`config.mk`:
```
export PLATFORM = sky130hd
export DESIGN_NAME = fu_arith_issue
export DESIGN_NICKNAME = d
export VERILOG_FILES = /design/src/rtl/fu_arith_issue.sv
export SDC_FILE = /design/constraint.sdc
export NUM_CORES = 1
export LEC_CHECK = 0
export ABC_AREA = 1
export BUFFER_PORTS_ARGS = -buffer_cell sky130_fd_sc_hd__buf_2
export CORE_MARGIN = 2
export CORE_UTILIZATION = 30
export DETAILED_ROUTE_END_ITERATION = 16
export GPL_ROUTABILITY_DRIVEN = 0
export HOLD_SLACK_MARGIN = 0.08
export MAX_ROUTING_LAYER = met4
export PLACE_DENSITY = 0.58
export SLEW_MARGIN = 20
export SYNTH_ARGS = -nofsm -noshare
export SYNTH_HDL_FRONTEND = slang
export SYNTH_SLANG_ARGS = --single-unit
```
`constraint.sdc`:
```
create_clock -name clk -period 5.6 [get_ports clk]
set_input_delay 0.28 -clock clk [delete_from_list [all_inputs] [get_ports clk]]
set_output_delay 0.28 -clock clk [all_outputs]
set_load 0.05 [all_outputs]
```
`src/rtl/fu_arith_issue.sv`:
```
`default_nettype none
// ============================================================================
// Module   : fu_arith_issue
// Purpose  : Reservation station, oldest-ready select and registered issue
//            stage for the arithmetic FU. Define FU_ARITH_ISSUE_STATS_EN to
//            add the stat_issued / stat_stalled counters.
// Revision : 1.0 - initial release
// ============================================================================
module fu_arith_issue #(
  parameter int DEPTH = 4,
  parameter int PRN_W = 7,
  parameter int ID_W  = 6
) (
  input  logic                       clk,
  input  logic                       rst,
  input  logic                       flush,
  input  logic                       disp_valid,
  output logic                       disp_ready,
  input  logic [31:0]                disp_inst,
  input  logic [ID_W-1:0]            disp_inst_id,
  input  logic [PRN_W-1:0]           disp_out_prn,
  input  logic [2*PRN_W-1:0]         disp_src_prn,
  input  logic [1:0]                 disp_src_rdy,
  input  logic [127:0]               disp_src_val,
  input  logic                       cdb_valid,
  input  logic [PRN_W-1:0]           cdb_prn,
  input  logic [63:0]                cdb_data,
  output logic                       iss_valid,
  input  logic                       iss_ready,
  output logic [31:0]                iss_inst,
  output logic [127:0]               iss_op,
  output logic [PRN_W-1:0]           iss_out_prn,
  output logic [ID_W-1:0]            iss_inst_id,
  output logic [$clog2(DEPTH+1)-1:0] occupancy
`ifdef FU_ARITH_ISSUE_STATS_EN
  ,
  output logic [31:0]                stat_issued,
  output logic [31:0]                stat_stalled
`endif
);

  localparam int c_OCC_W = $clog2(DEPTH+1);
  localparam int c_IDX_W = $clog2(DEPTH);

  // Entry storage
  logic [DEPTH-1:0]   r_valid;
  logic [31:0]        r_inst     [DEPTH];
  logic [ID_W-1:0]    r_id       [DEPTH];
  logic [PRN_W-1:0]   r_out_prn  [DEPTH];
  logic [PRN_W-1:0]   r_src_prn  [DEPTH][2];
  logic [1:0]         r_src_rdy  [DEPTH];
  logic [63:0]        r_src_val  [DEPTH][2];
  // r_older[j][i] is set when entry j was dispatched before entry i
  logic [DEPTH-1:0]   r_older    [DEPTH];

  logic [c_OCC_W-1:0] r_occ;
  logic               r_iss_valid;
  logic [31:0]        r_iss_inst;
  logic [127:0]       r_iss_op;
  logic [PRN_W-1:0]   r_iss_out_prn;
  logic [ID_W-1:0]    r_iss_inst_id;

  logic [DEPTH-1:0]   w_rdy;
  logic [DEPTH-1:0]   w_grant;
  logic [1:0]         w_hit      [DEPTH];
  logic [c_IDX_W-1:0] w_sel_idx;
  logic               w_sel_any;
  logic [c_IDX_W-1:0] w_free_idx;
  logic               w_adv;
  logic               w_issue;
  logic               w_disp_fire;
  logic [1:0]         w_disp_hit;
  logic [63:0]        w_disp_val [2];

  // Per-entry readiness and CDB source match
  for (genvar gi = 0; gi < DEPTH; gi++) begin : g_entry
    assign w_rdy[gi] = r_valid[gi] & (&r_src_rdy[gi]);
    for (genvar gs = 0; gs < 2; gs++) begin : g_src
      assign w_hit[gi][gs] = cdb_valid && !r_src_rdy[gi][gs] &&
                             (cdb_prn == r_src_prn[gi][gs]);
    end
  end

  // A source not yet ready at dispatch can still catch a same-cycle broadcast
  for (genvar gs = 0; gs < 2; gs++) begin : g_disp_src
    assign w_disp_hit[gs] = cdb_valid && !disp_src_rdy[gs] &&
                            (cdb_prn == disp_src_prn[gs*PRN_W +: PRN_W]);
    assign w_disp_val[gs] = w_disp_hit[gs] ? cdb_data : disp_src_val[gs*64 +: 64];
  end

  // Oldest ready entry wins: no other ready entry is older than it
  always_comb begin
    w_grant = '0;
    for (int i = 0; i < DEPTH; i++) begin
      w_grant[i] = w_rdy[i];
      for (int j = 0; j < DEPTH; j++) begin
        if (j != i && w_rdy[j] && r_older[j][i]) begin
          w_grant[i] = 1'b0;
        end
      end
    end
  end

  always_comb begin
    w_sel_idx = '0;
    w_sel_any = 1'b0;
    for (int i = 0; i < DEPTH; i++) begin
      if (w_grant[i]) begin
        w_sel_idx = c_IDX_W'(i);
        w_sel_any = 1'b1;
      end
    end
  end

  always_comb begin
    w_free_idx = '0;
    for (int i = DEPTH - 1; i >= 0; i--) begin
      if (!r_valid[i]) begin
        w_free_idx = c_IDX_W'(i);
      end
    end
  end

  assign disp_ready  = rst && (r_occ < c_OCC_W'(DEPTH));
  assign w_disp_fire = disp_valid && disp_ready;
  assign w_adv       = !r_iss_valid || iss_ready;
  assign w_issue     = w_adv && w_sel_any;

  always_ff @(posedge clk) begin
    if (!rst || flush) begin
      r_valid <= '0;
    end else begin
      for (int i = 0; i < DEPTH; i++) begin
        for (int s = 0; s < 2; s++) begin
          if (r_valid[i] && w_hit[i][s]) begin
            r_src_rdy[i][s] <= 1'b1;
            r_src_val[i][s] <= cdb_data;
          end
        end
      end
      if (w_issue) begin
        r_valid[w_sel_idx] <= 1'b0;
      end
      if (w_disp_fire) begin
        r_valid[w_free_idx]   <= 1'b1;
        r_inst[w_free_idx]    <= disp_inst;
        r_id[w_free_idx]      <= disp_inst_id;
        r_out_prn[w_free_idx] <= disp_out_prn;
        r_src_rdy[w_free_idx] <= disp_src_rdy | w_disp_hit;
        for (int s = 0; s < 2; s++) begin
          r_src_prn[w_free_idx][s] <= disp_src_prn[s*PRN_W +: PRN_W];
          r_src_val[w_free_idx][s] <= w_disp_val[s];
        end
        // New entry is younger than everything held; its own row is cleared last
        for (int j = 0; j < DEPTH; j++) begin
          r_older[j][w_free_idx] <= 1'b1;
        end
        r_older[w_free_idx] <= '0;
      end
    end
  end

  always_ff @(posedge clk) begin
    if (!rst) begin
      r_iss_valid   <= 1'b0;
      r_iss_inst    <= '0;
      r_iss_op      <= '0;
      r_iss_out_prn <= '0;
      r_iss_inst_id <= '0;
    end else if (flush) begin
      r_iss_valid <= 1'b0;
    end else if (w_adv) begin
      r_iss_valid <= w_sel_any;
      if (w_sel_any) begin
        r_iss_inst    <= r_inst[w_sel_idx];
        r_iss_op      <= {r_src_val[w_sel_idx][1], r_src_val[w_sel_idx][0]};
        r_iss_out_prn <= r_out_prn[w_sel_idx];
        r_iss_inst_id <= r_id[w_sel_idx];
      end
    end
  end

  always_ff @(posedge clk) begin
    if (!rst || flush) begin
      r_occ <= '0;
    end else begin
      case ({w_disp_fire, w_issue})
        2'b10:   r_occ <= r_occ + 1'b1;
        2'b01:   r_occ <= r_occ - 1'b1;
        default: r_occ <= r_occ;
      endcase
    end
  end

  assign iss_valid   = r_iss_valid;
  assign iss_inst    = r_iss_inst;
  assign iss_op      = r_iss_op;
  assign iss_out_prn = r_iss_out_prn;
  assign iss_inst_id = r_iss_inst_id;
  assign occupancy   = r_occ;

`ifdef FU_ARITH_ISSUE_STATS_EN
  logic [31:0] r_stat_issued;
  logic [31:0] r_stat_stalled;

  // Saturating counters; flush deliberately does not touch them
  always_ff @(posedge clk) begin
    if (!rst) begin
      r_stat_issued  <= '0;
      r_stat_stalled <= '0;
    end else begin
      if (r_iss_valid && iss_ready && (r_stat_issued != 32'hFFFF_FFFF)) begin
        r_stat_issued <= r_stat_issued + 32'd1;
      end
      if (r_iss_valid && !iss_ready && (r_stat_stalled != 32'hFFFF_FFFF)) begin
        r_stat_stalled <= r_stat_stalled + 32'd1;
      end
    end
  end

  assign stat_issued  = r_stat_issued;
  assign stat_stalled = r_stat_stalled;
`endif

endmodule
`default_nettype wire

```
# == Yosys cells after proc, flatten, opt, wreduce, memory -nomap -nowiden ==
# Memories as Yosys holds them, arrays and structs flattened. A register that Yosys moved wholly into a read port is not among the register bits.
# Cells that the tools add are included.
# op_classes
addsub,2
magnitude_cmp,5
n_eq_ne,12
mux,61
bitwise,10
n_reduce_logical,70
# op_table
op,count
2-to-1 mux 64 bit,2
equality test 7 bit,10
2-to-1 mux 1 bit,46
logical AND 1 bit,45
zero test 1 bit,16
2-to-1 mux 4 bit,4
2-to-1 mux 2 bit,6
AND reduction 2 bit,4
"less-than comparator 2 x 3 -> 1 bit, second input constant",2
one-hot mux 3 bit (2 select lines),1
bitwise AND 1 bit,4
bitwise AND 4 bit,1
demux 1 bit (select 2 bit),2
"greater-or-equal comparator 2 x 1 -> 1 bit, second input constant",2
inverter 4 bit,1
bitwise OR 4 bit,1
"adder 3 x 1 -> 3 bit, second input constant",1
"less-than comparator 3 bit, second input constant",1
AND reduction 3 bit,1
"subtractor 3 x 1 -> 3 bit, second input constant",1
"equality test 2 x 1 -> 1 bit, second input constant",1
"equality test 2 bit, second input constant",1
logical OR 1 bit,2
inverter 1 bit,2
other kinds (3),3
# totals
regBits,8
ramBits,772
inputBits,266
out_inout_bits,178
wordCells,170
memories,7
# memory_table
memory,depth,word_bits,rd,rd_ports_with_merged_regs,wr,line,source
r_src_val,4,128,1,1,5,52,logic [63:0] r_src_val [DEPTH][2];
r_inst,4,32,1,1,1,47,logic [31:0] r_inst [DEPTH];
r_src_prn,4,14,4,0,1,50,logic [PRN_W-1:0] r_src_prn [DEPTH][2];
r_out_prn,4,7,1,1,1,49,logic [PRN_W-1:0] r_out_prn [DEPTH];
r_id,4,6,1,1,1,48,logic [ID_W-1:0] r_id [DEPTH];
r_older,4,4,4,0,5,54,logic [DEPTH-1:0] r_older [DEPTH];
+1 memories,-,-,-,-,-,-,

# == Depth between registers and ports, before layout ==
# An unclocked memory read counts as a cell.
# logic_depth
ltp_word,20
mapped_depth,17
depth_no_buf,16

# == Least setup slack after synthesis ==
# No wires, ideal clock.
# synth_path
kind,input to register
from,in cdb_prn[4]
to,mem r_src_val[3][100] (netlist bit) (enable)
setup_ns,0.576
arrival_time_ns,5.412
required_time_ns,5.024
setup_slack_ns,-0.388
stages,7
n_path_buf,1
path_cell_list,buf_2 -> inv_1 -> nand2_1 -> o21ai_0 -> nor2_1 -> nand3_1 -> o21ai_0
# synth_lines
element,line,source
"start, declared",26,"input logic [PRN_W-1:0] cdb_prn,"
"end, declared",52,

==> out/metrics.cfg <==
[status]
status=completed

[logic_synthesis]
ys_top_cells_by_area=sky130_fd_sc_hd__edfxtp_1 (46%), sky130_fd_sc_hd__nand2_1 (14%), sky130_fd_sc_hd__nand3_1 (12%), sky130_fd_sc_hd__dfxtp_1 (8.3%), sky130_fd_sc_hd__inv_1 (7.3%)
synth-main-ff-cell=sky130_fd_sc_hd__edfxtp_1
ys_warn_count=0
fraction_of_the_yosys_area_taken_by_sequential_cells_pct=54.8
synth_seq_cells=949
synthesis.instances=5994
synth.cell_area_mm2=0.0483
synth_nets=6262
synth_cell_types=41
synth_top_area_share_pct=46.5
ys_async_sr_fraction_pct=0
avgSynthCellArea_um2=8.06
library_cell_occupying_the_most_area_in_the_post_synthesis_netlist=sky130_fd_sc_hd__edfxtp_1
synth_edf_count=748

[final_layout]
core_occupancy_in_the_finished_layout_pct=36.9
leading_cell_type_in_the_layout_fill_and_taps_excluded=sky130_fd_sc_hd__nand2_1
area_growth_syn_to_layout_pct=22.4
nNetsFinal=6822
layout.cells.most_common_list=sky130_fd_sc_hd__nand2_1 (1819), sky130_fd_sc_hd__nand3_1 (1183), sky130_fd_sc_hd__inv_1 (936)
layout-drive-gt1-share_pct=11.2
fillCellCount=16265

[critical_path]
worstSetupPathType=primary input to register
critPathArrivalTime_ps=4900
r2r-start=occupancy[2]
crit_required_ps=6210
r2r-end=r_src_val[2][9]
count_of_cells_along_the_worst_register_to_register_path=10
cp-end-kind=register
reg2reg_slack_ps=1610
critPathLaunch=rst
worst_setup_path_start_kind=primary input
crit_path_max_fanout=134

[clocking]
clkLatencyLatePin_ps=740
clock_tree_from_tritoncts=yes
cts_max_level=3
cts_num_sinks=949
cts_root_buf=sky130_fd_sc_hd__clkbuf_16
clk_pin_slew_ps=60
post_cts_repair_timing_setup_buffer_count=0
clock_tree.buffer_depth=3
cts_inserted_buffers=108

[die]
start_util_pct=30.2
floorplan.die.height_um=405
die_area_mm2=0.164
io_pins=444
placementRows=147
die_x_um=405
core-area_mm2=0.160

[drt]
wl_um=184000
vias_per_cell=4.92
initialDrtViolationCount=4455
post-route-drc-count=0
route.detailed.wl_per_inst_um=20.9
route.vias.total=43413
firstDrtPassIters=8
drt.antenna.violating_nets=0

[job]
cap_violations=0

[timing]
slew-limit-headroom_pct=20.9
worst_hold_slack_ps=147
maxSlewViolCount=0
fin_crit_sh_pct=76.7
report.final.setup_viol=0
postLayoutSetupSlackWorst_ps=1300
timing_worst_slew_pin_value_ps=1190
fin_skew_ps=31.1
final.min_clock_period_ps=4300
setup_tns_ps=0
rsz0062_at_grt=no
finalHoldViolations=0
timing.fmax_mhz=233

[worst_hold_path]
hold_path_depth=5
hold_start=disp_src_val[114]
end_of_the_worst_hold_path=r_src_val[1][50]
min_path_type=primary input to register

[pwr]
power.total_w=0.0165
p_per_area_mw_per_mm2=279
leakage_nw=27.6
ir_worst_vdd_v=0.000231

[global_routing]
grt_antenna_before_repair=18
grt_pass1_wl_um=267000
pin_count_of_the_biggest_net_entering_global_routing=149
groute.usage.overall_pct=22.5
globalRouteOverflowTotal=0
first_global_vias=41489

[place]
io_buffer_count=443
dpl.hpwl_um=105000
place_worst_setup_slack_ps=1780

## sequential cells by signal, indices dropped and copies added (netlist names)
| signal | cells |
|---|---|
| iss_inst | 32 |
| iss_out_prn | 7 |
| iss_op | 128 |
| r_out_prn | 28 |
| iss_inst_id | 6 |
| r_older | 12 |
| r_inst | 128 |
| r_id | 24 |
| occupancy | 3 |
| r_src_prn | 56 |
| iss_valid | 1 |
| r_valid | 4 |
| r_src_val | 512 |
| r_src_rdy | 8 |
## worst max-delay path by stage
stage	to	slack, ps	depth (start not counted)
after global routing	r_src_val[2][67]	1200	13
after floorplan	r_src_val[3][100]	1350	7
after CTS	r_src_val[2][89]	1580	13
after detailed placement	r_src_val[3][41]	1780	10
after global placement	r_src_val[3][41]	1870	10
final	r_src_val[2][9]	1300	13
## critical path, stage by stage
cell,delay [ps]
sky130_fd_sc_hd__dlygate4sd3_1,540
sky130_fd_sc_hd__clkbuf_8,470
sky130_fd_sc_hd__inv_2,110
sky130_fd_sc_hd__nor2_4,130
sky130_fd_sc_hd__nand2_1,100
sky130_fd_sc_hd__nor2_2,200
sky130_fd_sc_hd__nand4_2,190
sky130_fd_sc_hd__nor2_4,200
sky130_fd_sc_hd__buf_12,560
sky130_fd_sc_hd__buf_4,860
sky130_fd_sc_hd__nand3_1,170
sky130_fd_sc_hd__nand2_1,90
sky130_fd_sc_hd__dlygate4sd3_1,550
## Yosys cell counts, types with 2 or more instances
cell type                   count
sky130_fd_sc_hd__o21ai_1        3
sky130_fd_sc_hd__inv_1        937
sky130_fd_sc_hd__a21oi_1       13
sky130_fd_sc_hd__buf_6         19
sky130_fd_sc_hd__inv_2          9
sky130_fd_sc_hd__buf_4         32
sky130_fd_sc_hd__xnor2_1       13
sky130_fd_sc_hd__nor2_4         4
sky130_fd_sc_hd__nand2_1     1831
sky130_fd_sc_hd__xor2_1        17
sky130_fd_sc_hd__nor3_1         9
sky130_fd_sc_hd__dfxtp_1      201
sky130_fd_sc_hd__nand3_2        3
sky130_fd_sc_hd__nand3_1     1183
sky130_fd_sc_hd__buf_2        176
sky130_fd_sc_hd__o211ai_1       2
sky130_fd_sc_hd__clkbuf_1     112
sky130_fd_sc_hd__nand2_2       17
sky130_fd_sc_hd__edfxtp_1     748
sky130_fd_sc_hd__nor2_1       395
sky130_fd_sc_hd__or2_2          8
sky130_fd_sc_hd__nand3b_1       2
sky130_fd_sc_hd__nand4_1      186
sky130_fd_sc_hd__buf_1         27
sky130_fd_sc_hd__o21ai_0       18
sky130_fd_sc_hd__o22ai_1        3
sky130_fd_sc_hd__nor2_2         5
sky130_fd_sc_hd__nor4_1         2
sky130_fd_sc_hd__a211oi_1       2
sky130_fd_sc_hd__o2111ai_1      6
## final cells by class
cell class | count | area [um2] | area share, %
Antenna cell | 15 | 37.5 | 0.0635
Clock buffer | 161 | 3260 | 5.52
Clock inverter | 45 | 423 | 0.715
Inverter | 947 | 3580 | 6.05
Multi-Input combinational cell | 3732 | 16600 | 28.1
Sequential cell | 949 | 26500 | 44.8
Tap cell | 2160 | 2700 | 4.57
Timing Repair Buffer | 816 | 6060 | 10.2
## kinds of logic after synthesis
| kind of cell | count (synthesis) | share of synthesized area (%) |
|---|---|---|
| simple gates | 3651 | 32.8 |
| buf+inv | 1313 | 11.2 |
| flops | 949 | 54.8 |
| compound gates | 49 | 0.598 |
| xor+xnor | 30 | 0.544 |
| fa+ha+maj | 2 | 0.0673 |
## metrics by stage
step	cells	area, um2
after floorplan	5994	48300
after global placement	8298	52300
after detailed placement	8298	52300
after CTS	8810	59100
after global routing	8825	59100
final	8825	59100
## power by group
| group | total, W | internal [W] | switching, W |
|---|---|---|---|
| combinational | 0.00137 | 0.000464 | 0.000908 |
| sequential | 0.00780 | 0.00773 | 0.0000680 |
| clock | 0.00736 | 0.00431 | 0.00305 |
| total | 0.0165 | 0.0125 | 0.00402 |
## metal layers
metal	vias to the layer above	wire (um)	share of wire (%)	global-route usage, %
li1	20489	-	-	-
met1	20317	72900	40	27.2
met2	2142	86400	47	36.4
met3	465	16600	9.0	4.16
met4	0	8420	4.6	10.3
met5	-	0	0	-
## repair_timing
item	in CTS	in global routing
hold buffers	306	0
hold endpoints to repair	759	0
resized for setup	0	0
(Power assumes the default switching activity.)
